<file path="config.mk">
export PLATFORM = sky130hd
export DESIGN_NAME = systolic_result_drain_flat
export DESIGN_NICKNAME = d
export VERILOG_FILES = /design/src/rtl/systolic_result_drain_if.sv /design/src/rtl/systolic_result_drain.sv /design/src/flat_wrapper.sv
export SDC_FILE = /design/constraint.sdc
export NUM_CORES = 1
export LEC_CHECK = 0
export CAP_MARGIN = 20
export CORE_MARGIN = 5
export CORE_UTILIZATION = 40
export CTS_BUF_LIST = sky130_fd_sc_hd__clkbuf_4 sky130_fd_sc_hd__clkbuf_8 sky130_fd_sc_hd__clkbuf_16
export DETAILED_ROUTE_END_ITERATION = 8
export GPL_TIMING_DRIVEN = 0
export HOLD_SLACK_MARGIN = 0.06
export PLACE_DENSITY = 0.72
export SYNTH_ARGS = -nofsm -noshare
export SYNTH_HDL_FRONTEND = slang
export SYNTH_SLANG_ARGS = --single-unit
</file>
<file path="constraint.sdc">
create_clock -name clk -period 6.35 [get_ports clk]
set_clock_uncertainty 0.05 [all_clocks]
set_input_delay 0.9525 -clock clk [delete_from_list [all_inputs] [get_ports clk]]
set_output_delay 0.9525 -clock clk [all_outputs]
set_load 0.03 [all_outputs]
</file>
<file path="src/rtl/systolic_result_drain_if.sv">
// Result stream from the systolic readout stage: one accumulator per
// handshake, carried both raw and requantized, with its row/column position.
interface systolic_result_drain_if #(
    parameter int IN_W  = 8,
    parameter int OUT_W = 16,
    parameter int ROW_W = 2,
    parameter int COL_W = 2
);
    logic             out_valid;
    logic             out_ready;
    logic [OUT_W-1:0] out_acc;
    logic [IN_W-1:0]  out_q;
    logic [ROW_W-1:0] out_row;
    logic [COL_W-1:0] out_col;
    logic             out_last;

    modport master (
        output out_valid, out_acc, out_q, out_row, out_col, out_last,
        input  out_ready
    );

    modport slave (
        input  out_valid, out_acc, out_q, out_row, out_col, out_last,
        output out_ready
    );
endinterface

</file>
<file path="src/rtl/systolic_result_drain.sv">
// Readout stage behind the systolic MAC array: captures all accumulators on
// the rising edge of compute_done and streams them out in row-major order,
// raw and requantized (optional ReLU, arithmetic shift, saturation).
module systolic_result_drain #(
    parameter int num_row       = 3,
    parameter int num_col       = 3,
    parameter int in_word_size  = 8,
    parameter int out_word_size = 16,
    parameter int shift         = 4
) (
    input  logic                                          clk,
    input  logic                                          reset,
    input  logic                                          compute_done,
    input  logic [0:out_word_size*num_row*num_col-1]      pe_register_vals,
    input  logic                                          relu_en,
    systolic_result_drain_if.master                       out_if,
    output logic                                          busy,
    output logic                                          drain_done,
    output logic                                          missed
);
    localparam int N  = num_row * num_col;
    localparam int KW = (N > 1) ? $clog2(N) : 1;
    localparam int RW = (num_row > 1) ? $clog2(num_row) : 1;
    localparam int CW = (num_col > 1) ? $clog2(num_col) : 1;

    localparam logic [KW-1:0] LAST_K  = KW'(N - 1);
    localparam logic [CW-1:0] LAST_C  = CW'(num_col - 1);
    localparam logic signed [out_word_size-1:0] Q_MAX =
        {{(out_word_size-in_word_size+1){1'b0}}, {(in_word_size-1){1'b1}}};
    localparam logic signed [out_word_size-1:0] Q_MIN =
        {{(out_word_size-in_word_size+1){1'b1}}, {(in_word_size-1){1'b0}}};

    typedef enum logic [1:0] {
        ST_IDLE  = 2'd0,
        ST_DRAIN = 2'd1,
        ST_DONE  = 2'd2
    } state_t;

    // Requantize one accumulator: ReLU, arithmetic shift, saturate to in_word_size.
    function automatic logic [in_word_size-1:0] quantize(
        input logic [out_word_size-1:0] a,
        input logic                     relu
    );
        logic signed [out_word_size-1:0] s;
        logic [in_word_size-1:0]         r;
        if (relu && a[out_word_size-1]) begin
            s = '0;
        end else begin
            s = $signed(a) >>> shift;
        end
        if (s > Q_MAX) begin
            r = Q_MAX[in_word_size-1:0];
        end else if (s < Q_MIN) begin
            r = Q_MIN[in_word_size-1:0];
        end else begin
            r = s[in_word_size-1:0];
        end
        return r;
    endfunction

    state_t                   state_q, state_d;
    logic                     cd_prev_q, cd_prev_d;
    logic [KW-1:0]            idx_q, idx_d;
    logic [RW-1:0]            row_q, row_d;
    logic [CW-1:0]            col_q, col_d;
    logic                     relu_q, relu_d;
    logic                     missed_q, missed_d;
    logic                     out_valid_q, out_valid_d;
    logic [out_word_size-1:0] out_acc_q, out_acc_d;
    logic [in_word_size-1:0]  quant_q, quant_d;
    logic                     out_last_q, out_last_d;
    logic                     busy_q, busy_d;
    logic                     drain_done_q, drain_done_d;
    logic                     snap_load_s;
    logic                     rise_s;
    logic [KW-1:0]            idx_next_s;
    logic [out_word_size-1:0] elem0_s;
    logic [out_word_size-1:0] snap_next_s;
    logic [out_word_size-1:0] snap_q [N];

    assign rise_s      = compute_done & ~cd_prev_q;
    assign idx_next_s  = idx_q + KW'(1);
    assign elem0_s     = pe_register_vals[0 +: out_word_size];
    assign snap_next_s = snap_q[idx_next_s];

    // Snapshot of the whole accumulator bus, written only at capture.
    always_ff @(posedge clk) begin
        if (snap_load_s) begin
            for (int k = 0; k < N; k++) begin
                snap_q[k] <= pe_register_vals[out_word_size*k +: out_word_size];
            end
        end
    end

    // Next-state and next-output logic; outputs are prepared one cycle ahead
    // so every stream output comes straight from a flop.
    always_comb begin
        state_d      = state_q;
        cd_prev_d    = compute_done;
        idx_d        = idx_q;
        row_d        = row_q;
        col_d        = col_q;
        relu_d       = relu_q;
        missed_d     = missed_q;
        out_valid_d  = out_valid_q;
        out_acc_d    = out_acc_q;
        quant_d      = quant_q;
        out_last_d   = out_last_q;
        busy_d       = busy_q;
        drain_done_d = 1'b0;
        snap_load_s  = 1'b0;
        case (state_q)
            ST_IDLE: begin
                if (rise_s) begin
                    snap_load_s = 1'b1;
                    relu_d      = relu_en;
                    idx_d       = '0;
                    row_d       = '0;
                    col_d       = '0;
                    out_acc_d   = elem0_s;
                    quant_d     = quantize(elem0_s, relu_en);
                    out_valid_d = 1'b1;
                    out_last_d  = (LAST_K == '0);
                    busy_d      = 1'b1;
                    state_d     = ST_DRAIN;
                end else begin
                    out_valid_d = 1'b0;
                    out_last_d  = 1'b0;
                    busy_d      = 1'b0;
                end
            end
            ST_DRAIN: begin
                if (rise_s) begin
                    missed_d = 1'b1;
                end else begin
                    missed_d = missed_q;
                end
                if (out_if.out_ready) begin
                    if (out_last_q) begin
                        out_valid_d  = 1'b0;
                        out_last_d   = 1'b0;
                        drain_done_d = 1'b1;
                        state_d      = ST_DONE;
                    end else begin
                        idx_d      = idx_next_s;
                        out_acc_d  = snap_next_s;
                        quant_d    = quantize(snap_next_s, relu_q);
                        out_last_d = (idx_next_s == LAST_K);
                        if (col_q == LAST_C) begin
                            col_d = '0;
                            row_d = row_q + RW'(1);
                        end else begin
                            col_d = col_q + CW'(1);
                        end
                    end
                end else begin
                    state_d = ST_DRAIN;
                end
            end
            ST_DONE: begin
                if (rise_s) begin
                    missed_d = 1'b1;
                end else begin
                    missed_d = missed_q;
                end
                busy_d  = 1'b0;
                state_d = ST_IDLE;
            end
            default: begin
                out_valid_d = 1'b0;
                out_last_d  = 1'b0;
                busy_d      = 1'b0;
                state_d     = ST_IDLE;
            end
        endcase
    end

    // Control and output registers with synchronous reset.
    always_ff @(posedge clk) begin
        if (reset) begin
            state_q      <= ST_IDLE;
            cd_prev_q    <= 1'b0;
            idx_q        <= '0;
            row_q        <= '0;
            col_q        <= '0;
            relu_q       <= 1'b0;
            missed_q     <= 1'b0;
            out_valid_q  <= 1'b0;
            out_acc_q    <= '0;
            quant_q      <= '0;
            out_last_q   <= 1'b0;
            busy_q       <= 1'b0;
            drain_done_q <= 1'b0;
        end else begin
            state_q      <= state_d;
            cd_prev_q    <= cd_prev_d;
            idx_q        <= idx_d;
            row_q        <= row_d;
            col_q        <= col_d;
            relu_q       <= relu_d;
            missed_q     <= missed_d;
            out_valid_q  <= out_valid_d;
            out_acc_q    <= out_acc_d;
            quant_q      <= quant_d;
            out_last_q   <= out_last_d;
            busy_q       <= busy_d;
            drain_done_q <= drain_done_d;
        end
    end

    assign out_if.out_valid = out_valid_q;
    assign out_if.out_acc   = out_acc_q;
    assign out_if.out_q     = quant_q;
    assign out_if.out_row   = row_q;
    assign out_if.out_col   = col_q;
    assign out_if.out_last  = out_last_q;
    assign busy             = busy_q;
    assign drain_done       = drain_done_q;
    assign missed           = missed_q;
endmodule

</file>
<file path="src/flat_wrapper.sv">
// flat-port wrapper written by rule: the top's interface ports become plain ports
module systolic_result_drain_flat 
#(
    parameter int num_row       = 3,
    parameter int num_col       = 3,
    parameter int in_word_size  = 8,
    parameter int out_word_size = 16,
    parameter int shift         = 4
)
  (clk, reset, compute_done, pe_register_vals, relu_en, busy, drain_done, missed, out_if_out_valid, out_if_out_acc, out_if_out_q, out_if_out_row, out_if_out_col, out_if_out_last, out_if_out_ready);
  systolic_result_drain_if #(.IN_W((8)), .OUT_W((16)), .ROW_W((2)), .COL_W((2))) out_if_i ();
  input  logic clk;
  input  logic reset;
  input  logic compute_done;
  input  logic [0:out_word_size*num_row*num_col-1] pe_register_vals;
  input  logic relu_en;
  output logic busy;
  output logic drain_done;
  output logic missed;
  output wire logic [$bits(out_if_i.out_valid)-1:0] out_if_out_valid;
  output wire logic [$bits(out_if_i.out_acc)-1:0] out_if_out_acc;
  output wire logic [$bits(out_if_i.out_q)-1:0] out_if_out_q;
  output wire logic [$bits(out_if_i.out_row)-1:0] out_if_out_row;
  output wire logic [$bits(out_if_i.out_col)-1:0] out_if_out_col;
  output wire logic [$bits(out_if_i.out_last)-1:0] out_if_out_last;
  input wire logic [$bits(out_if_i.out_ready)-1:0] out_if_out_ready;
  assign out_if_out_valid = out_if_i.out_valid;
  assign out_if_out_acc = out_if_i.out_acc;
  assign out_if_out_q = out_if_i.out_q;
  assign out_if_out_row = out_if_i.out_row;
  assign out_if_out_col = out_if_i.out_col;
  assign out_if_out_last = out_if_i.out_last;
  assign out_if_i.out_ready = out_if_out_ready;
  systolic_result_drain #(.num_row(num_row), .num_col(num_col), .in_word_size(in_word_size), .out_word_size(out_word_size), .shift(shift)) u_core (.clk(clk), .reset(reset), .compute_done(compute_done), .pe_register_vals(pe_register_vals), .relu_en(relu_en), .out_if(out_if_i), .busy(busy), .drain_done(drain_done), .missed(missed));
endmodule
</file>
=== After elaboration in Yosys (flattened, before gate mapping) ===
Memories as Yosys holds them, arrays and structs flattened.
Index checks and enable logic that the tools add are counted.
W data, S select, Z words.

* Word-level logic and storage cells: 97
* Bits of input ports: 149
* Bits in registers: 41
* Output and inout port bits: 33
* Memories: 1
* Memory bits (writable): 144

{| class="wikitable"
|+ Memories
! name !! words !! width !! read ports !! clocked after Yosys merged registers in !! write ports !! line !! source
|-
| u_core.snap_q || 9 || 16 || 1 || 0 || 9 || systolic_result_drain.sv:79 || <nowiki>logic [out_word_size-1:0] snap_q [N];</nowiki>
|}

* Bitwise gates (word level): 5
* Reductions and logical operators: 13
* Equality and inequality tests: 10
* Order comparisons: 4
* $add $sub $neg: 3
* Muxes and demuxes: 48

{| class="wikitable"
|+ Operator list
! cell !! number
|-
| $mux W16 || 10
|-
| $mux W8 || 7
|-
| $gt A16 B8 Y1 const B || 2
|-
| $lt A16 B8 Y1 const B || 2
|-
| $pmux W16 S2 || 1
|-
| $mux W2 || 10
|-
| $pmux W8 S2 || 1
|-
| $mux W4 || 3
|-
| $pmux W2 S2 || 3
|-
| $mux W1 || 9
|-
| $pmux W4 S2 || 1
|-
| $reduce_and A2 Y1 || 4
|-
| $ne A2 B1 Y1 const B || 3
|-
| $reduce_and A5 Y1 || 1
|-
| $add A2 B1 Y2 const B || 2
|-
| $add A4 B1 Y4 const B || 1
|-
| $eq A2 B2 Y1 const B || 2
|-
| $eq A4 B4 Y1 const B || 1
|-
| $ne A2 B2 Y1 const B || 2
|-
| $not A1 Y1 || 4
|-
| $pmux W1 S2 || 2
|-
| $reduce_and A4 Y1 || 1
|-
| $ne A3 B2 Y1 const B || 1
|-
| $pmux W1 S3 || 1
|-
| 8 further kinds || 9
|}

=== Longest topological paths before layout ===
Gate-level depths: netlist (run 1).
An unclocked memory read counts as a cell.

* Depth in word-level cells: 13
* Depth in mapped cells: 10
* Gate-level depth less buffers: 8

=== Worst setup path after synthesis (run 1) ===
Ideal clock, no wire load.

* Kind: input -> register
* Start point: input port compute_done
* End point: register u_core.relu_q
* Slack: 0.433 ns
* Required time: 6.170 ns
* Path buffers: 1
* Library setup time: 0.130 ns
* Data arrival time: 5.737 ns
* Stages: 5
* Cell sequence: nor2b_1 -> and2_1 -> clkbuf_1 -> mux2i_1 -> nor2_1

* Word-level cells in the longest chain between the ends: 2

{| class="wikitable"
|+ Ends and longest elaborated chain
! what !! line !! source
|-
| start: declaration || flat_wrapper.sv:14 || <nowiki>input logic compute_done;</nowiki>
|-
| $and A1 B1 Y1 || systolic_result_drain.sv:81 || <nowiki>assign rise_s = compute_done & ~cd_prev_q;</nowiki>
|-
| $reduce_and A2 Y1 (no source line) || - ||
|-
| end signal: assignment || systolic_result_drain.sv:200 || <nowiki>relu_q <= relu_d;</nowiki>
|-
| end: declaration || systolic_result_drain.sv:66 || <nowiki>logic relu_q, relu_d;</nowiki>
|}

Every way passes these cells.
A chain may end at the register's enable or synchronous reset.

=== Final worst setup path (run 1) ===
* Start point: register u_core.idx_q[0]
* End point: register u_core.quant_q[0], in the netlist u_core.out_if.out_q[0]

* Word-level cells in the longest chain between the ends: 13
* Elaborated cells between the ends (all ways): 14
* Those cells by class: add/sub: 1; order compare: 2; mux: 9; reduce/logical: 1; memory: 1

{| class="wikitable"
|+ Ends and longest elaborated chain
! what !! line !! source
|-
| start: declaration || systolic_result_drain.sv:63 || <nowiki>logic [KW-1:0] idx_q, idx_d;</nowiki>
|-
| start signal: assignment || systolic_result_drain.sv:197 || <nowiki>idx_q <= idx_d;</nowiki>
|-
| $add A4 B1 Y4 (*) || systolic_result_drain.sv:82 || <nowiki>assign idx_next_s = idx_q + KW'(1);</nowiki>
|-
| $mem_v2 Z9 W16 (*) || - ||
|-
| $logic_and A1 B1 Y1 || systolic_result_drain.sv:46 || <nowiki>if (relu && a[out_word_size-1]) begin</nowiki>
|-
| $mux W16 (*) || systolic_result_drain.sv:46 ||
|-
| $mux W16 (*) || systolic_result_drain.sv:139 || <nowiki>if (out_last_q) begin</nowiki>
|-
| $mux W16 (*) || systolic_result_drain.sv:138 || <nowiki>if (out_if.out_ready) begin</nowiki>
|-
| $mux W16 (*) || systolic_result_drain.sv:112 || <nowiki>case (state_q)</nowiki>
|-
| $lt A16 B8 Y1 || systolic_result_drain.sv:53 || <nowiki>end else if (s < Q_MIN) begin</nowiki>
|-
| $mux W8 || systolic_result_drain.sv:53 ||
|-
| $mux W8 (*) || systolic_result_drain.sv:51 || <nowiki>if (s > Q_MAX) begin</nowiki>
|-
| $mux W8 (*) || systolic_result_drain.sv:139 ||
|-
| $mux W8 (*) || systolic_result_drain.sv:138 ||
|-
| $pmux W8 S2 (*) || systolic_result_drain.sv:112 ||
|-
| end signal: assignment || systolic_result_drain.sv:204 || <nowiki>quant_q <= quant_d;</nowiki>
|-
| end: declaration || systolic_result_drain.sv:70 || <nowiki>logic [in_word_size-1:0] quant_q, quant_d;</nowiki>
|}

Mark *: on every way between the ends. The rest lies on a longest branch, timed or not. The select of a mux whose other input is x is not followed.

==> impl_metrics.json, run 1 <==
{
  "htree_levels": 4,
  "rows": 50,
  "dp_slack_ns": 3.06,
  "post_cts_buffers": 0,
  "hold_viol": 0,
  "drv_slew": 0,
  "power_frac_clock_pct": 35.5,
  "p_leak_nw": 3.54,
  "pin_count": 182,
  "path_max_fanout": 10,
  "final_cell_mix": "180 x clkdlybuf4s50_1, 144 x edfxtp_1, 44 x nand2_1",
  "power.density_mw_per_mm2": 307,
  "crit_type": "flop to flop",
  "worstSetupStartpointType": "flop",
  "start_util_pct": 40.3,
  "p_switching_uw": 794,
  "grt_overflow": 0,
  "cts.repair.resized": 0,
  "required_ns": 6.61,
  "ctsHoldBuffers": 0,
  "synth_area_mm2": 0.00749,
  "hold_path_class": "flop to flop",
  "drtAntennaViolNets": 0,
  "ir_worst_vdd_v": 0.000198,
  "num_vias": 4894,
  "critPathBufInv": 2,
  "antenna_found_initial": 0,
  "io_buffers": 180,
  "slowest_stage": "o41ai_4",
  "die_area_mm2": 0.0216,
  "layout_min_cycle_time_ns": 3.00,
  "cts_root_buffer": "clkbuf_16",
  "power_mw": 3.15,
  "grt_pass1_wl_mm": 29.0,
  "syn_inst": 496,
  "multi_input_area_mm2": 0.00218,
  "drcViolationCount": 0,
  "rsz0062_at_grt": "false",
  "yosys.area_share.simple_pct": 6.25,
  "fin_ws_ns": 3.35,
  "whs_ns": 0.409,
  "fillCellCount": 1491,
  "swShare_pct": 25.2,
  "place_hpwl_mm": 13.8,
  "final-setup-viol-count": 0,
  "finalWirelength_mm": 18.6,
  "gp_congestion": 0.804,
  "clkTransAtPathRegs_ns": 0.07,
  "cts_buffer_depth": 2,
  "ys_ff_latch": 185,
  "final_nets": 851,
  "max_stage_delay_ns": 0.56,
  "drv_cap": 0,
  "synth.distinct_cells": 50,
  "cts_buffers": 17,
  "areaGrowthSynthToFinish_pct": 37.0,
  "maxSlewHeadroom_pct": 52.3,
  "status": "completed",
  "internal_power_mw": 2.36,
  "synth.avg_cell_area_um2": 15.1,
  "synth_xor_area_share_pct": 0.668,
  "synth_top_family_by_area": "multiplexers",
  "cts_tree": "yes",
  "drive_gt1_share_pct": 13.3,
  "regArea_mm2": 0.00514,
  "core_mm2": 0.0186,
  "cpLargestDelayFamily": "compound AO/OA/AOI/OAI gates",
  "ys_seq_area_share_pct": 68.7,
  "grt_pass1_vias": 5366,
  "regToRegSetupSlack_ns": 3.35,
  "synth_compound_area_share_pct": 9.37,
  "cts_sinks": 185,
  "post-route-period-util_pct": 47.2,
  "grt_use_total_pct": 17.5,
  "die_h_um": 147,
  "drt_pre_antenna_iters": 5,
  "synth-edff-count": 144,
  "die_x_um": 147,
  "crit_path_end_kind": "flop",
  "tightest_slew_ns": 0.716,
  "synthArstFlopShare_pct": 0,
  "cp.arrival_ns": 3.25,
  "fmax_mhz": 334,
  "synth_ff_type": "edfxtp_1",
  "final_common_cell": "clkdlybuf4s50_1",
  "drtIter0Drc": 237,
  "postLayoutCoreUtil_pct": 55.3,
  "ys_warn_count": 0,
  "crit_path_frequent_cell": "buf_2",
  "avgRoutedWirePerCell_um": 19.7,
  "grt_max_degree": 74,
  "syn_nets": 650,
  "clkLatencyLatePin_ns": 0.42,
  "antenna_cells": 0,
  "pwr-share-comb_pct": 18.0,
  "synth_mux_area_share_pct": 11.9,
  "pwr-share-seq_pct": 46.6,
  "crit_path_cell_trace": "ha_1, buf_2, buf_2, mux2_2, o22ai_1, o31ai_4, o41ai_4, o21ai_1, a22o_1",
  "synth_fa_ha_area_share_pct": 0.835,
  "vias_per_cell": 5.19
}
power groups by stage:
stage               Clock [mW]  Combinational (mW)  Sequential [mW]
floorplan                    0               0.260             1.56
global placement             0               0.547             1.51
detailed placement           0               0.570             1.49
CTS                       1.15               0.572             1.47
global route              1.19               0.610             1.48
finish                    1.12               0.567             1.47
logic make-up (layout without fill, tap and decap cells):
group                    count (synthesis)  count (layout)
flip-flops                             185             185
adder cells (fa/ha/maj)                  5               5
buffers and inverters                   38             251
AND/OR/NAND/NOR                        109             109
AO/OA/AOI/OAI                           98              98
XOR/XNOR                                 4               4
multiplexers                            57              57
worst paths after layout:
check                                  from                         to  cells past startpoint
setup / recovery            u_core.idx_q[0]     u_core.out_if.out_q[0]                      9
hold / removal    u_core.out_if.out_acc[13]  u_core.out_if.out_acc[13]                      2
setup reg to reg            u_core.idx_q[0]     u_core.out_if.out_q[0]                      9
hold reg to reg   u_core.out_if.out_acc[13]  u_core.out_if.out_acc[13]                      2
area by class of cell:
class	count	area share [%]
Sequential cell	185	50.1
Multi-Input combinational cell	273	21.2
Timing Repair Buffer	182	18.1
Clock buffer	17	4.14
Tap cell	234	2.85
Clock inverter	14	1.90
Buffer	26	1.27
Inverter	12	0.439
flip-flops by register name, indices dropped and copies added, names as in the netlist:
| register | flops |
|---|---|
| u_core.busy | 1 |
| u_core.idx_q | 4 |
| u_core.out_if.out_q | 8 |
| u_core.missed | 1 |
| u_core.out_if.out_row | 2 |
| u_core.cd_prev_q | 1 |
| u_core.out_if.out_valid | 1 |
| u_core.out_if.out_col | 2 |
| u_core.state_q | 2 |
| u_core.drain_done | 1 |
| u_core.out_if.out_last | 1 |
| u_core.out_if.out_acc | 16 |
| u_core.snap_q | 144 |
| u_core.relu_q | 1 |
metrics by stage:
stage          instances  cell area (µm²)  setup TNS, ns
2_1_floorplan        496             7490              0
3_3_place_gp         910             9590        -195.45
3_5_place_dp         912             9650              0
4_1_cts              943            10300              0
5_1_grt              943            10300              0
6_report             943            10300              0
routing by layer:
metal	vias to the layer above	wire, µm	share of wire (%)	GRT usage (%)
met5	-	0	0	0
met4	0	383	2.1	6.96
met3	23	1150	6.2	3.79
met2	183	9380	50	29.3
met1	2384	7670	41	22.4
li1	2304	-	-	-
Yosys cell counts (2+ instances only):
cell type  instances  area (µm²)
mux2i_1           15         150
a22oi_1            2        15.0
a31oi_1            4        25.0
nand2b_1           5        31.3
buf_4              4        30.0
mux4_2            24         541
nor2_1            40         150
or3_1              2        12.5
a21oi_1           35         175
nor3_1             2        10.0
nand2_1           44         165
o221ai_1           2        17.5
dfxtp_1           41         821
a21o_1             2        15.0
a211oi_1          13        97.6
nand3_1            6        30.0
a22o_1            10        87.6
ha_1               5        62.6
inv_1             12        45.0
clkbuf_1          13        48.8
o21ai_1            8        40.0
nand3b_1           2        15.0
o31ai_4            3        63.8
o22ai_1            2        12.5
nor2b_1            2        12.5
o211ai_1           4        30.0
edfxtp_1         144        4320
mux2_2            18         203
o21ai_0            5        25.0
buf_2              5        25.0
buf_1              3        11.3
worst reg2reg max path, stage by stage, from the launching register on:
cell and delay (ns):
dfxtp_1 0.36, ha_1 0.34, buf_2 0.17, buf_2 0.28, mux2_2 0.38, o22ai_1 0.26, o31ai_4 0.12, o41ai_4 0.56
o21ai_1 0.14, a22o_1 0.23
Power figures use the tool's default switching activity.
==> run 2: changes to the inputs <==
Clock period 6.35 ns to 3.1 ns, I/O delays scaled along.
==> run 2 against run 1 <==
Net effect: combinational power up 100%; largest cell class unchanged; largest power group unchanged; critical path depth up 1; clock-buffer cell count up 6; total power up 99%; non-clock buffer count unchanged; sequential share of layout area up 0.31 points; register-to-register slack worse by 3.2 ns; cell area down 0.61%.
==> impl_metrics.json, run 2 (synthesis results as in run 1) <==
{
  "status": "completed",
  "worstSetupStartpointType": "flop",
  "die_area_mm2": 0.0216,
  "drtIter0Drc": 300,
  "crit_type": "flop to flop",
  "reg2regPathDepth": 10,
  "grt_pass1_wl_mm": 29.1,
  "die_x_um": 147,
  "cts_tree": "yes",
  "crit_path_frequent_cell": "buf_2",
  "grt_max_degree": 92,
  "whs_ns": 0.424,
  "final-setup-viol-count": 0,
  "hold_viol": 0,
  "core_mm2": 0.0186,
  "drt_pre_antenna_iters": 5,
  "hold_path_class": "flop to flop",
  "cts_buffer_depth": 2,
  "final_nets": 851,
  "drv_slew": 0,
  "antenna_cells": 0,
  "finalWirelength_mm": 18.8,
  "grt_overflow": 0,
  "grt_use_total_pct": 17.5,
  "regToRegSetupSlack_ns": 0.12,
  "power.density_mw_per_mm2": 613,
  "avgRoutedWirePerCell_um": 19.9,
  "reg2reg_from": "u_core.idx_q[0]",
  "rows": 50,
  "final_common_cell": "clkdlybuf4s50_1",
  "ir_worst_vdd_v": 0.000384,
  "final_cell_mix": "180 x clkdlybuf4s50_1, 144 x edfxtp_1, 44 x nand2_1",
  "slowest_stage": "mux2_2",
  "cts_sinks": 185,
  "die_h_um": 147,
  "required_ns": 3.36,
  "grt_pass1_vias": 5348,
  "cts_buffers": 17,
  "place_hpwl_mm": 13.8,
  "vias_per_cell": 5.18,
  "hp-start": "u_core.missed",
  "largest_reg_flops": 144,
  "start_util_pct": 40.3,
  "maxSlewHeadroom_pct": 51.8,
  "max_stage_delay_ns": 0.38,
  "clkLatencyLatePin_ns": 0.42,
  "min_path_cells": 2,
  "drv_cap": 0,
  "num_vias": 4889,
  "drive_gt1_share_pct": 13.4,
  "power_mw": 6.26,
  "areaGrowthSynthToFinish_pct": 36.2,
  "cts_root_buffer": "clkbuf_16",
  "reg2reg_to": "u_core.out_if.out_q[2]",
  "antenna_found_initial": 0,
  "drtAntennaViolNets": 0,
  "drcViolationCount": 0,
  "postLayoutCoreUtil_pct": 54.9,
  "post-route-period-util_pct": 96.2,
  "clkTransAtPathRegs_ns": 0.06,
  "path_max_fanout": 10,
  "holdPathEnd": "u_core.missed",
  "layout_min_cycle_time_ns": 2.98,
  "fmax_mhz": 335,
  "tightest_slew_ns": 0.723,
  "pin_count": 182,
  "gp_congestion": 0.804,
  "p_leak_nw": 3.51,
  "io_buffers": 180,
  "htree_levels": 4,
  "cts.repair.resized": 0,
  "crit_path_end_kind": "flop",
  "cp.arrival_ns": 3.24,
  "crit_path_cell_trace": "ha_1, buf_2, buf_2, mux2_2, o221ai_1, o211ai_1, o41ai_4, buf_4, o21ai_1, a22o_1",
  "regMostFlops": "u_core.snap_q"
}
-- run 2: power breakdown --
part	internal (mW)	switching (mW)	leakage, nW
Sequential	2.92	0.0830	1.70
Combinational	0.545	0.614	1.54
Clock	1.19	0.902	0.280
-- run 2: final cells by class --
type	count	area [µm²]
clock buffers	23	483
inverters	12	45.0
well taps	234	293
fillers	1492	8380
plain buffers	26	136
flip-flops and latches	185	5140
clock inverters	9	88.8
repair buffers	182	1840
multi-input cells	273	2180
-- run 2: how the worst max path moves through the flow --
stage,startpoint,to,cells past startpoint
global route,u_core.idx_q[0],u_core.out_if.out_q[4],10
finish,u_core.idx_q[0],u_core.out_if.out_q[2],10
detailed placement,u_core.idx_q[0],u_core.out_if.out_q[2],9
floorplan,u_core.idx_q[0],u_core.out_if.out_q[0],9
CTS,u_core.idx_q[0],u_core.out_if.out_q[2],9
global placement,compute_done,u_core.relu_q,6
-- run 2: per-layer routing --
layer | wire length, µm | GRT usage [%]
met5 | 0 | 0
met4 | 240 | 4.28
met3 | 1120 | 5.00
met1 | 7860 | 22.2
met2 | 9590 | 29.7
-- run 2: worst max-delay path: cells and delay by family (launching register included) --
kind,cells,cell delay [ns]
adder cells (fa/ha/maj),1,0.33
flip-flops,1,0.36
AO/OA/AOI/OAI,5,1.07
buffers and inverters,3,0.67
multiplexers,1,0.38
-- run 2: repair_timing --
item                       4_1_cts  5_1_grt
buffers inserted                 0        1
hold buffers                     0        0
setup endpoints to repair        0        7
-- run 2: metrics by stage --
stage,TNS (ns),instances,setup slack (ns),area [µm²]
5_1_grt,-0.0110,944,-0.0110,10200
3_3_place_gp,-12.56,910,-0.145,9590
2_1_floorplan,0,496,0.586,7500
6_report,0,944,0.118,10200
4_1_cts,0,943,0.0303,10200
3_5_place_dp,0,911,0.0454,9620
